--- src/rtl/fnv_map_pkg.sv ---
// Shared types and helpers for the fnvMap sequencer: widths, FNV prime,
// sequencer states, the command bundle and the FNV combine function.
package fnv_map_pkg;

   localparam int ADDR_W = 8;
   localparam int LEN_W  = 9;
   localparam logic [31:0] FNV_PRIME = 32'h0100_0193;

   typedef enum logic [1:0] {
      IDLE  = 2'd0,
      RUN   = 2'd1,
      DRAIN = 2'd2,
      DONE  = 2'd3
   } seq_state_e;

   typedef struct packed {
      logic [ADDR_W-1:0] origin;
      logic [ADDR_W-1:0] modifier;
      logic [LEN_W-1:0]  length;
      logic              cond_pass;
   } fnv_cmd_t;

   function automatic logic [31:0] fnv32(input logic [31:0] x, input logic [31:0] y);
      return (x * FNV_PRIME) ^ y;
   endfunction

endpackage

--- src/rtl/fnv_map_datapath.sv ---
// Write-back stage: delays the read address by one cycle and combines the
// returned A/B words into the FNV write value.
module fnv_map_datapath
   import fnv_map_pkg::*;
(
   input  logic              clk,
   input  logic              reset,
   input  logic              rd_en_i,
   input  logic [ADDR_W-1:0] rd_addr_i,
   input  logic [31:0]       rd_data_a_i,
   input  logic [31:0]       rd_data_b_i,
   output logic              wr_en_o,
   output logic [ADDR_W-1:0] wr_addr_o,
   output logic [31:0]       wr_data_o
);

   logic              wr_en_q;
   logic [ADDR_W-1:0] wr_addr_q;

   always_ff @(posedge clk) begin
      if (reset) begin
         wr_en_q   <= 1'b0;
         wr_addr_q <= '0;
      end else begin
         wr_en_q   <= rd_en_i;
         wr_addr_q <= rd_addr_i;
      end
   end

   // Read data arrives in the write cycle; gated so idle cycles drive zero.
   assign wr_en_o   = wr_en_q;
   assign wr_addr_o = wr_addr_q;
   assign wr_data_o = wr_en_q ? fnv32(rd_data_a_i, rd_data_b_i) : 32'h0;

endmodule

--- src/rtl/fnv_map_sequencer.sv ---
// fnvMap sequencer: accepts one command, streams element reads one per cycle
// in a hazard-free direction and hands data to the write-back datapath.
//
// state | meaning
// IDLE  | cmd_ready high, waiting for a command
// RUN   | one read per cycle, cnt_q = reads remaining after the current one
// DRAIN | final write completes, no read
// DONE  | one-cycle done pulse
module fnv_map_sequencer
   import fnv_map_pkg::*;
(
   input  logic              clk,
   input  logic              reset,
   input  logic              cmd_valid,
   output logic              cmd_ready,
   input  logic [ADDR_W-1:0] cmd_origin,
   input  logic [ADDR_W-1:0] cmd_modifier,
   input  logic [LEN_W-1:0]  cmd_length,
   input  logic              cmd_cond_pass,
   output logic              rd_en,
   output logic [ADDR_W-1:0] rd_addr_a,
   output logic [ADDR_W-1:0] rd_addr_b,
   input  logic [31:0]       rd_data_a,
   input  logic [31:0]       rd_data_b,
   output logic              wr_en,
   output logic [ADDR_W-1:0] wr_addr,
   output logic [31:0]       wr_data,
   output logic              busy,
   output logic              done
);

   seq_state_e        state_q;
   logic [LEN_W-1:0]  cnt_q;
   logic              desc_q;
   logic              cmd_ready_q;
   logic              busy_q;
   logic              done_q;
   logic              rd_en_q;
   logic [ADDR_W-1:0] rd_addr_a_q;
   logic [ADDR_W-1:0] rd_addr_b_q;

   fnv_cmd_t          cmd;
   logic              accept;
   logic              cmd_desc;
   logic              cmd_skip;
   logic [ADDR_W-1:0] first_k;

   assign cmd = '{origin: cmd_origin, modifier: cmd_modifier,
                  length: cmd_length, cond_pass: cmd_cond_pass};

   assign accept   = cmd_valid && cmd_ready_q;
   assign cmd_skip = !cmd.cond_pass || (cmd.length == '0);
   // Walking away from the source side means no read ever sees a fresh write.
   assign cmd_desc = cmd.modifier < cmd.origin;
   assign first_k  = cmd_desc ? ADDR_W'(cmd.length - LEN_W'(1)) : '0;

   always_ff @(posedge clk) begin
      if (reset) begin
         state_q     <= IDLE;
         cnt_q       <= '0;
         desc_q      <= 1'b0;
         cmd_ready_q <= 1'b1;
         busy_q      <= 1'b0;
         done_q      <= 1'b0;
         rd_en_q     <= 1'b0;
         rd_addr_a_q <= '0;
         rd_addr_b_q <= '0;
      end else begin
         case (state_q)
            IDLE: begin
               if (accept) begin
                  cmd_ready_q <= 1'b0;
                  busy_q      <= 1'b1;
                  if (cmd_skip) begin
                     state_q <= DONE;
                     done_q  <= 1'b1;
                  end else begin
                     state_q     <= RUN;
                     rd_en_q     <= 1'b1;
                     desc_q      <= cmd_desc;
                     cnt_q       <= cmd.length - LEN_W'(1);
                     rd_addr_a_q <= cmd.origin + first_k;
                     rd_addr_b_q <= cmd.modifier + first_k;
                  end
               end
            end
            RUN: begin
               if (cnt_q == '0) begin
                  rd_en_q <= 1'b0;
                  state_q <= DRAIN;
               end else begin
                  cnt_q <= cnt_q - LEN_W'(1);
                  if (desc_q) begin
                     rd_addr_a_q <= rd_addr_a_q - ADDR_W'(1);
                     rd_addr_b_q <= rd_addr_b_q - ADDR_W'(1);
                  end else begin
                     rd_addr_a_q <= rd_addr_a_q + ADDR_W'(1);
                     rd_addr_b_q <= rd_addr_b_q + ADDR_W'(1);
                  end
               end
            end
            DRAIN: begin
               state_q <= DONE;
               done_q  <= 1'b1;
            end
            DONE: begin
               state_q     <= IDLE;
               done_q      <= 1'b0;
               busy_q      <= 1'b0;
               cmd_ready_q <= 1'b1;
            end
            default: state_q <= IDLE;
         endcase
      end
   end

   fnv_map_datapath u_datapath (
      .clk         (clk),
      .reset       (reset),
      .rd_en_i     (rd_en_q),
      .rd_addr_i   (rd_addr_a_q),
      .rd_data_a_i (rd_data_a),
      .rd_data_b_i (rd_data_b),
      .wr_en_o     (wr_en),
      .wr_addr_o   (wr_addr),
      .wr_data_o   (wr_data)
   );

   assign cmd_ready = cmd_ready_q;
   assign busy      = busy_q;
   assign done      = done_q;
   assign rd_en     = rd_en_q;
   assign rd_addr_a = rd_addr_a_q;
   assign rd_addr_b = rd_addr_b_q;

endmodule
--- config.mk ---
export PLATFORM = sky130hd
export DESIGN_NAME = fnv_map_sequencer
export DESIGN_NICKNAME = d
export VERILOG_FILES = /design/src/rtl/fnv_map_pkg.sv /design/src/rtl/fnv_map_datapath.sv /design/src/rtl/fnv_map_sequencer.sv
export SDC_FILE = /design/constraint.sdc
export NUM_CORES = 1
export LEC_CHECK = 0
export BUFFER_PORTS_ARGS = -buffer_cell sky130_fd_sc_hd__clkbuf_2
export CAP_MARGIN = 20
export CELL_PAD_IN_SITES_DETAIL_PLACEMENT = 0
export CELL_PAD_IN_SITES_GLOBAL_PLACEMENT = 2
export CORE_MARGIN = 8
export CORE_UTILIZATION = 38
export DETAILED_ROUTE_END_ITERATION = 16
export HOLD_SLACK_MARGIN = 0.06
export PLACE_DENSITY_LB_ADDON = 0.1
export SLEW_MARGIN = 0
export SYNTH_ARGS = -nofsm -noshare
export SYNTH_HDL_FRONTEND = slang
export SYNTH_SLANG_ARGS = --single-unit
--- constraint.sdc ---
create_clock -name clk -period 17 [get_ports clk]
set_clock_uncertainty 0.1 [all_clocks]
set_input_delay 3.4 -clock clk [delete_from_list [all_inputs] [get_ports clk]]
set_output_delay 3.4 -clock clk [all_outputs]
set_load 0.02 [all_outputs]
==> flow_summary.json, run 1 <==
{
  "total_power_uw": 1818,
  "ant_nets": 0,
  "drc_errors": 0,
  "grt_max_degree": 63,
  "final_area_sq_um": 10670,
  "clk_latency_ps": 290,
  "arrival_ps": 9030,
  "globalRouteOverflowTotal": 0,
  "setup-violations-final": 0,
  "die_width_microns": 173.5,
  "grt_pass1_vias": 8221,
  "critPathRequiredTime_ps": 13500,
  "yosys_warnings": 0,
  "syn_to_final_growth_pct": 13.25,
  "critPathMaxFanout": 6,
  "via_per_inst": 4.968,
  "maxClockFrequency_mhz": 79.79,
  "drv_slew": 0,
  "peakVddDrop_uv": 99.50,
  "seq_area_frac_synth": 0.08712,
  "core_area_sq_um": 24320,
  "status": "finished clean",
  "drt_iter0_drc": 312,
  "cts_buffers": 5,
  "post-route-util": 0.4388,
  "leakage_uw": 0.005410,
  "die_height_microns": 173.5,
  "row_count": 57,
  "syn_inst": 1111,
  "ys_async_sr_fraction": 0,
  "cts_tree": "yes",
  "initial_core_util": 0.3874,
  "grt_antenna_before_repair": 0,
  "n_antenna_cell": 0,
  "die_area_sq_um": 30090,
  "worst_setup_path_start_kind": "input pin",
  "hold_violations": 0,
  "via_count": 7815,
  "grt_first_pass_wirelength_microns": 43370,
  "synthFlopType": "dfxtp_1",
  "finalCritPeriodShare": 0.7372,
  "avgRoutedWirePerCell_microns": 16.73,
  "routed_wl_microns": 26320,
  "p_per_area_nw_per_um2": 170.4,
  "clockBufferDepth": 2,
  "hp-class": "reg2reg",
  "finalSetupTns_ps": 0,
  "post-dp-hpwl_microns": 23110,
  "cts-resized-gates": 0,
  "path_clk_slew_ps": 60,
  "synth.avg_cell_area_sq_um": 8.480,
  "yosysUniqueCellTypes": 63,
  "hold_buffers": 0,
  "timing.slew.headroom": 0.4363,
  "dpl-instance-area_sq_um": 10510,
  "pre_cts_slack_ps": 4516,
  "synth_seq_cells": 41,
  "clockRootBuffer": "clkbuf_16",
  "path_class": "in2out",
  "track_usage": 0.1754,
  "synth_edf_count": 0,
  "nets": 1645,
  "htree_levels": 2,
  "gp_congestion": 0.7814,
  "drt_pass1_iterations": 5,
  "post_cts_buffers": 0,
  "max_slew.worst_pin.slew_ps": 843.1,
  "cts.sinks": 41,
  "io_buffers": 153,
  "syn_nets": 1507,
  "grt_setup_unrepaired": "no",
  "worst_slack_ps": 4467,
  "maxCapViolations": 0,
  "drive_above_1_share": 0.1449,
  "io_pins": 154,
  "netlist_area_sq_um": 9422,
  "fin_crit_ps": 12530,
  "end_kind": "output pin"
}
[per-stage QoR]
stage          std cells  hold WS, ps
2_1_floorplan       1111        357.8
3_3_place_gp        1566        375.6
3_5_place_dp        1566        373.2
4_1_cts             1573        381.2
5_1_grt             1573        411.3
6_report            1573        388.7
[layout by cell type, fill, tap and decap left out, types with 5 or more instances in the layout]
cell type and instances:
nor3b_1 5, clkbuf_2 153, inv_1 193, a211oi_1 13, o21ai_0 52, nor3_1 19
nand3_1 12, fa_1 78, a31oi_1 7, a21boi_0 9, o211ai_1 10, nor4_1 6
xor2_1 18, a21o_1 9, nand2b_1 16, xnor2_1 60, a21oi_1 64, ha_1 224
dfxtp_1 41, or2_2 8, o21a_1 12, or3_1 18, clkbuf_16 5, nor2b_1 18
nor2_1 63, mux2i_1 6, nand2_1 58
[registers in the layout, summed over array words and instances, names as in the netlist]
name                  count
rd_addr_b                 8
done                      1
rd_addr_a                 8
u_datapath.wr_en_o        1
desc_q                    1
cmd_ready                 1
busy                      1
cnt_q                     9
state_q                   2
u_datapath.wr_addr_o      8
rd_en                     1
[worst paths after layout]
kind | start | endpoint | slack, ps | cells past startpoint
worst max-delay path | rd_data_a[3] | wr_data[21] | 4470 | 19
worst min-delay path | rd_addr_b[2] | rd_addr_b[2] | 390 | 2
worst max register to register | desc_q | rd_addr_b[6] | 13860 | 9
worst min register to register | rd_addr_b[2] | rd_addr_b[2] | 390 | 2
[cell usage after synthesis (all sizes together) (13+ instances only)]
cell type  number  area share
fa             78        0.17
o21ai          53       0.028
a211oi         13       0.010
a21oi          65       0.035
xor2           18       0.017
nor2           63       0.025
clkbuf         17      0.0068
nor3           19       0.010
inv           193       0.077
ha            225        0.30
or3            18       0.012
xnor2          60       0.056
nand2b         16       0.011
dfxtp          41       0.087
nor2b          18       0.012
nand2          58       0.023
[cell type report]
cell class / count / area (sq um)
clock buffer: 5 / 125.1
clock inverter: 2 / 35.03
fill: 2532 / 13650
inverter: 193 / 724.4
multi-input combinational: 851 / 7764
sequential: 41 / 820.8
tap: 324 / 405.4
timing repair buffer: 157 / 795.8
[critical path, cell delays in order]
cell      delay [ps]
clkbuf_2         150
ha_1             300
ha_1             340
fa_1             490
ha_1             220
fa_1             490
ha_1             290
inv_1             50
fa_1             540
inv_1             40
ha_1             370
a21oi_1          390
o21ai_0          180
a21o_1           220
o21ai_0          590
a21oi_1          200
or3_1            380
a21oi_1          190
clkbuf_2         210
[cell families after synthesis]
family                   synth area share
AO/OA/AOI/OAI                      0.1448
XOR/XNOR                          0.07503
adder cells (fa/ha/maj)            0.4645
buffers and inverters             0.08911
flip-flops                        0.08712
multiplexers                     0.006375
AND/OR/NAND/NOR                    0.1331
[report_power, final]
part	internal (uW)	switching [uW]	total, uW
Sequential	132	36.1	168
Clock	68.3	41.5	110
Combinational	625	916	1540
Total	825	993	1820
[layer usage]
layer  vias up  wire length [microns]  track usage
met2       123                  11890       0.2850
met3        15                    833      0.02701
met5         -                      0            0
met1      3629                  13430       0.2480
met4         0                    162      0.01868
li1       4048                      -            -
Note: power is estimated with default switching activity, not from simulation.
==> run 2: changes to the inputs <==
--- a/config.mk
+++ b/config.mk
@@ -10,7 +10,7 @@
 export CELL_PAD_IN_SITES_DETAIL_PLACEMENT = 0
 export CELL_PAD_IN_SITES_GLOBAL_PLACEMENT = 2
 export CORE_MARGIN = 8
-export CORE_UTILIZATION = 38
+export CORE_UTILIZATION = 35
 export DETAILED_ROUTE_END_ITERATION = 16
 export HOLD_SLACK_MARGIN = 0.06
 export PLACE_DENSITY_LB_ADDON = 0.1
==> constraint.sdc (replaced) <==
create_clock -name clk -period 12.85 [get_ports clk]
set_clock_uncertainty 0.1 [all_clocks]
set_input_delay 2.57 -clock clk [delete_from_list [all_inputs] [get_ports clk]]
set_output_delay 2.57 -clock clk [all_outputs]
set_load 0.02 [all_outputs]
==> run 2 against run 1 <==
  * Sequential power is 28% higher
  * Cell count is 1.2% higher
  * Critical path depth is 1 lower
  * Utilization is 3.8 points lower
  * Non-clock buffer count is 2 higher
  * Count of clock-buffer cells in the layout stayed put
  * Flip-flop and latch count stayed put
  * Largest cell class unchanged
  * Critical path type unchanged
  * Cell area is 0.34% higher
==> flow_summary.json, run 2 (synthesized netlist as in run 1, its figures left out) <==
{
  "grt_first_pass_wirelength_microns": 43370,
  "p_clk_frac": 0.060,
  "power_frac_comb": 0.852,
  "maxCapViolations": 0,
  "intPower_uw": 1096,
  "whs_ps": 383.5,
  "switching_power_uw": 1355,
  "cts_tree": "yes",
  "seq_power_share": 0.088,
  "core_area_sq_um": 26730,
  "cts_buffers": 5,
  "path_class": "in2out",
  "final_common_cell": "ha_1",
  "drc_errors": 0,
  "critPathRequiredTime_ps": 10180,
  "critPathMaxFanout": 6,
  "avgRoutedWirePerCell_microns": 16.87,
  "status": "finished clean",
  "post_cts_buffers": 0,
  "arrival_ps": 8220,
  "globalRouteOverflowTotal": 0,
  "drv_slew": 0,
  "clockRootBuffer": "clkbuf_16",
  "htree_levels": 2,
  "die_area_sq_um": 32430,
  "hold_violations": 0,
  "hold_buffers": 0,
  "post-dp-hpwl_microns": 23530,
  "die_width_microns": 180.1,
  "initial_core_util": 0.3525,
  "path_clk_slew_ps": 60,
  "gp_congestion": 0.8218,
  "grt_setup_unrepaired": "no",
  "setup-violations-final": 0,
  "io_buffers": 153,
  "n_antenna_cell": 0,
  "ant_nets": 0,
  "maxClockFrequency_mhz": 91.80,
  "track_usage": 0.1646,
  "placedCellCount": 1585,
  "nets": 1647,
  "hp-class": "reg2reg",
  "ff_latch_area_sq_um": 820.8,
  "timing.slew.headroom": 0.4115,
  "row_count": 60,
  "die_height_microns": 180.1,
  "regMostFlops": "cnt_q",
  "finalSetupTns_ps": 0,
  "finalCritPeriodShare": 0.8477,
  "p_per_area_nw_per_um2": 228.9,
  "multi_input_area_sq_um": 7764,
  "fillers": 2801,
  "mostFrequentLayoutCells": "ha_1, inv_1, clkbuf_2",
  "max_slew.worst_pin.slew_ps": 880.3,
  "drive_above_1_share": 0.1463,
  "drt_pass1_iterations": 5,
  "end_kind": "output pin",
  "grt_pass1_vias": 7948,
  "fin_cells": 1592,
  "via_count": 7898,
  "largest_reg_flops": 9,
  "grt_antenna_before_repair": 2,
  "peakVddDrop_uv": 108.9,
  "routed_wl_microns": 26860,
  "syn_to_final_growth_pct": 13.64,
  "worst_setup_path_start_kind": "input pin",
  "via_per_inst": 4.961,
  "grt_max_degree": 63,
  "clk_latency_ps": 300,
  "clockBufferDepth": 2,
  "cts-resized-gates": 0,
  "io_pins": 154,
  "fin_crit_ps": 10890,
  "leakage_uw": 0.005421,
  "cts.sinks": 41,
  "drt_iter0_drc": 308,
  "switching_share": 0.5529
}
-- run 2: layout make-up --
cell class,count,area share
Sequential cell,41,0.07666
Inverter,193,0.06766
Clock inverter,2,0.003272
Clock buffer,5,0.01169
Multi-Input combinational cell,851,0.7251
Tap cell,341,0.03985
Timing Repair Buffer,159,0.07573
-- run 2: path summary, 6_finish.rpt --
check	start	endpoint	slack, ps	cells past startpoint
min	rd_addr_b[3]	rd_addr_b[3]	380	2
max reg2reg	state_q[1]	rd_addr_b[7]	9650	9
max	rd_data_a[3]	wr_data[20]	1960	18
min reg2reg	rd_addr_b[3]	rd_addr_b[3]	380	2
-- run 2: routing by layer --
| layer | vias to the layer above | part of all wire | GRT usage |
|---|---|---|---|
| li1 | 4049 | - | - |
| met1 | 3695 | 0.54 | 0.2489 |
| met2 | 136 | 0.41 | 0.2457 |
| met3 | 14 | 0.043 | 0.03044 |
| met4 | 4 | 0.0041 | 0.01488 |
| met5 | - | 0.0010 | 0 |
-- run 2: power groups by stage --
stage          Sequential (uW)  Combinational [uW]  Clock (uW)
2_1_floorplan              247                1540           0
3_3_place_gp               219                2110           0
3_5_place_dp               219                2100           0
4_1_cts                    215                2110         152
5_1_grt                    223                2390         156
6_report                   215                2090         147
-- run 2: critical path: stages --
cell and delay (ps):
clkbuf_2 170, ha_1 300, ha_1 340, fa_1 490, ha_1 210, fa_1 490
ha_1 290, inv_1 50, fa_1 530, inv_1 40, ha_1 380, o21a_1 140
o21ai_0 620, nor3_1 100, o21ai_0 260, a21boi_0 280, o311ai_0 670, clkbuf_2 290
-- run 2: per-stage QoR --
step	total power [uW]	utilization	area [sq um]	setup WS, ps
CTS	2482	0.4006	10710	1917
detailed placement	2317	0.3946	10550	1934
global route	2766	0.4006	10710	1591
finish	2451	0.4006	10710	1957
floorplan	1783	-	9422	2959
global placement	2329	0.3946	10550	1869
==> run 3: changes to the inputs <==
--- a/config.mk
+++ b/config.mk
@@ -10,7 +10,7 @@
 export CELL_PAD_IN_SITES_DETAIL_PLACEMENT = 0
 export CELL_PAD_IN_SITES_GLOBAL_PLACEMENT = 2
 export CORE_MARGIN = 8
-export CORE_UTILIZATION = 35
+export CORE_UTILIZATION = 32
 export DETAILED_ROUTE_END_ITERATION = 16
 export HOLD_SLACK_MARGIN = 0.06
 export PLACE_DENSITY_LB_ADDON = 0.1
==> constraint.sdc (replaced) <==
create_clock -name clk -period 9.5 [get_ports clk]
set_clock_uncertainty 0.1 [all_clocks]
set_input_delay 1.9 -clock clk [delete_from_list [all_inputs] [get_ports clk]]
set_output_delay 1.9 -clock clk [all_outputs]
set_load 0.02 [all_outputs]
==> run 3 against run 2 <==
  * First-iteration DRC count increased by 37%
  * Sequential power increased by 35%
  * Critical path depth increased by 1
  * Sequential share of layout area decreased by 0.11 points
  * Count of clock-buffer cells in the layout unchanged
  * Worst setup slack got worse by 1700 ps
  * Die area increased by 8.5%
  * Flip-flop and latch count unchanged
  * Via count decreased by 0.97%
==> flow_summary.json, run 3 (synthesized netlist as in run 1, its figures left out) <==
{
  "status": "finished clean",
  "critPathMaxFanout": 6,
  "critPathRequiredTime_ps": 7500,
  "hold_violations": 0,
  "finalCritPeriodShare": 0.9730,
  "initial_core_util": 0.3213,
  "grt_max_degree": 63,
  "drv_slew": 0,
  "grt_setup_unrepaired": "no",
  "avgRoutedWirePerCell_microns": 16.81,
  "drive_above_1_share": 0.1526,
  "clockBufferDepth": 2,
  "cts_tree": "yes",
  "worst_setup_path_start_kind": "input pin",
  "track_usage": 0.1578,
  "cts.sinks": 41,
  "maxCapViolations": 0,
  "grt_antenna_before_repair": 0,
  "via_count": 7821,
  "timing.slew.headroom": 0.3148,
  "syn_to_final_growth_pct": 15.23,
  "maxClockFrequency_mhz": 108.2,
  "post_cts_buffers": 0,
  "arrival_ps": 7240,
  "grt_pass1_vias": 8001,
  "ant_nets": 0,
  "largest_reg_flops": 9,
  "io_pins": 154,
  "peakVddDrop_uv": 101.3,
  "cts-resized-gates": 0,
  "routed_wl_microns": 27700,
  "mostFrequentLayoutCells": "ha_1, inv_1, clkbuf_2",
  "drt_pass1_iterations": 4,
  "drt_iter0_drc": 423,
  "grt_first_pass_wirelength_microns": 45120,
  "hp-class": "reg2reg",
  "final_common_cell": "ha_1",
  "p_per_area_nw_per_um2": 311.5,
  "clockRootBuffer": "clkbuf_16",
  "leakage_uw": 0.005467,
  "max_slew.worst_pin.slew_ps": 1028,
  "drc_errors": 0,
  "end_kind": "output pin",
  "die_height_microns": 187.6,
  "row_count": 63,
  "via_per_inst": 4.746,
  "die_area_sq_um": 35190,
  "io_buffers": 153,
  "die_width_microns": 187.6,
  "whs_ps": 387.6,
  "setup-violations-final": 0,
  "cts_buffers": 5,
  "n_antenna_cell": 0,
  "hold_buffers": 0,
  "path_class": "in2out",
  "clk_latency_ps": 290,
  "globalRouteOverflowTotal": 0,
  "core_area_sq_um": 29320,
  "path_clk_slew_ps": 70,
  "gp_congestion": 0.8064,
  "nets": 1653,
  "fin_crit_ps": 9244,
  "post-dp-hpwl_microns": 24070,
  "regMostFlops": "cnt_q",
  "htree_levels": 2,
  "finalSetupTns_ps": 0
}
-- run 3: cell count changes in the layout (fill, tap and decap cells not counted), sizes merged --
cell and change:
buf +6, bufinv +1, clkinv -1, inv +1
-- run 3: worst max-delay path, cell delays in order --
cell and delay [ps]:
clkbuf_2 160, ha_1 320, ha_1 300, fa_1 490, ha_1 220, fa_1 480, ha_1 290, inv_1 50
fa_1 530, inv_1 40, ha_1 400, and3_1 210, o2111ai_1 110, a21oi_1 460, o211ai_1 210, a31oi_1 500
a31oi_1 200, mux2i_1 170, clkbuf_2 190
-- run 3: final cells by class --
class,instances,area [sq um]
clock buffer,5,125.1
fill,3122,18470
tap,390,488.0
timing repair buffer,165,855.8
inverter,193,724.4
sequential,41,820.8
multi-input combinational,851,7774
clock inverter,3,68.82
-- run 3: power by group --
part / total (uW) / leakage, uW / switching, uW / internal (uW)
combinational: 2860 / 0.00504 / 1710 / 1150
clock: 234 / 0.0000944 / 82.5 / 152
sequential: 290 / 0.000336 / 54.8 / 236
-- run 3: stage by stage --
| step | power [uW] | setup slack (ps) | area (sq um) | cells | utilization |
|---|---|---|---|---|---|
| floorplan | 2412 | 948.5 | 9422 | 1111 | - |
| global placement | 3171 | 258.0 | 10650 | 1640 | 0.3633 |
| detailed placement | 3150 | 223.9 | 10650 | 1640 | 0.3633 |
| CTS | 3412 | 160.7 | 10850 | 1648 | 0.3699 |
| global route | 3795 | 40.00 | 10860 | 1648 | 0.3702 |
| finish | 3382 | 256.2 | 10860 | 1648 | 0.3702 |
-- run 3: layer usage --
layer | vias up | global-route usage | share of wire
li1 | 4073 | - | -
met1 | 3609 | 0.2522 | 0.56
met2 | 130 | 0.2259 | 0.40
met3 | 9 | 0.02396 | 0.038
met4 | 0 | 0.007273 | 0.0025
met5 | - | 0 | 0
-- run 3: final timing paths --
| kind | slack (ps) | endpoint | cells after the start | startpoint |
|---|---|---|---|---|
| min reg2reg | 390 | rd_addr_b[2] | 2 | rd_addr_b[2] |
| min | 390 | rd_addr_b[2] | 2 | rd_addr_b[2] |
| max reg2reg | 6360 | rd_addr_b[7] | 9 | state_q[1] |
| max | 260 | wr_data[29] | 19 | rd_data_a[4] |
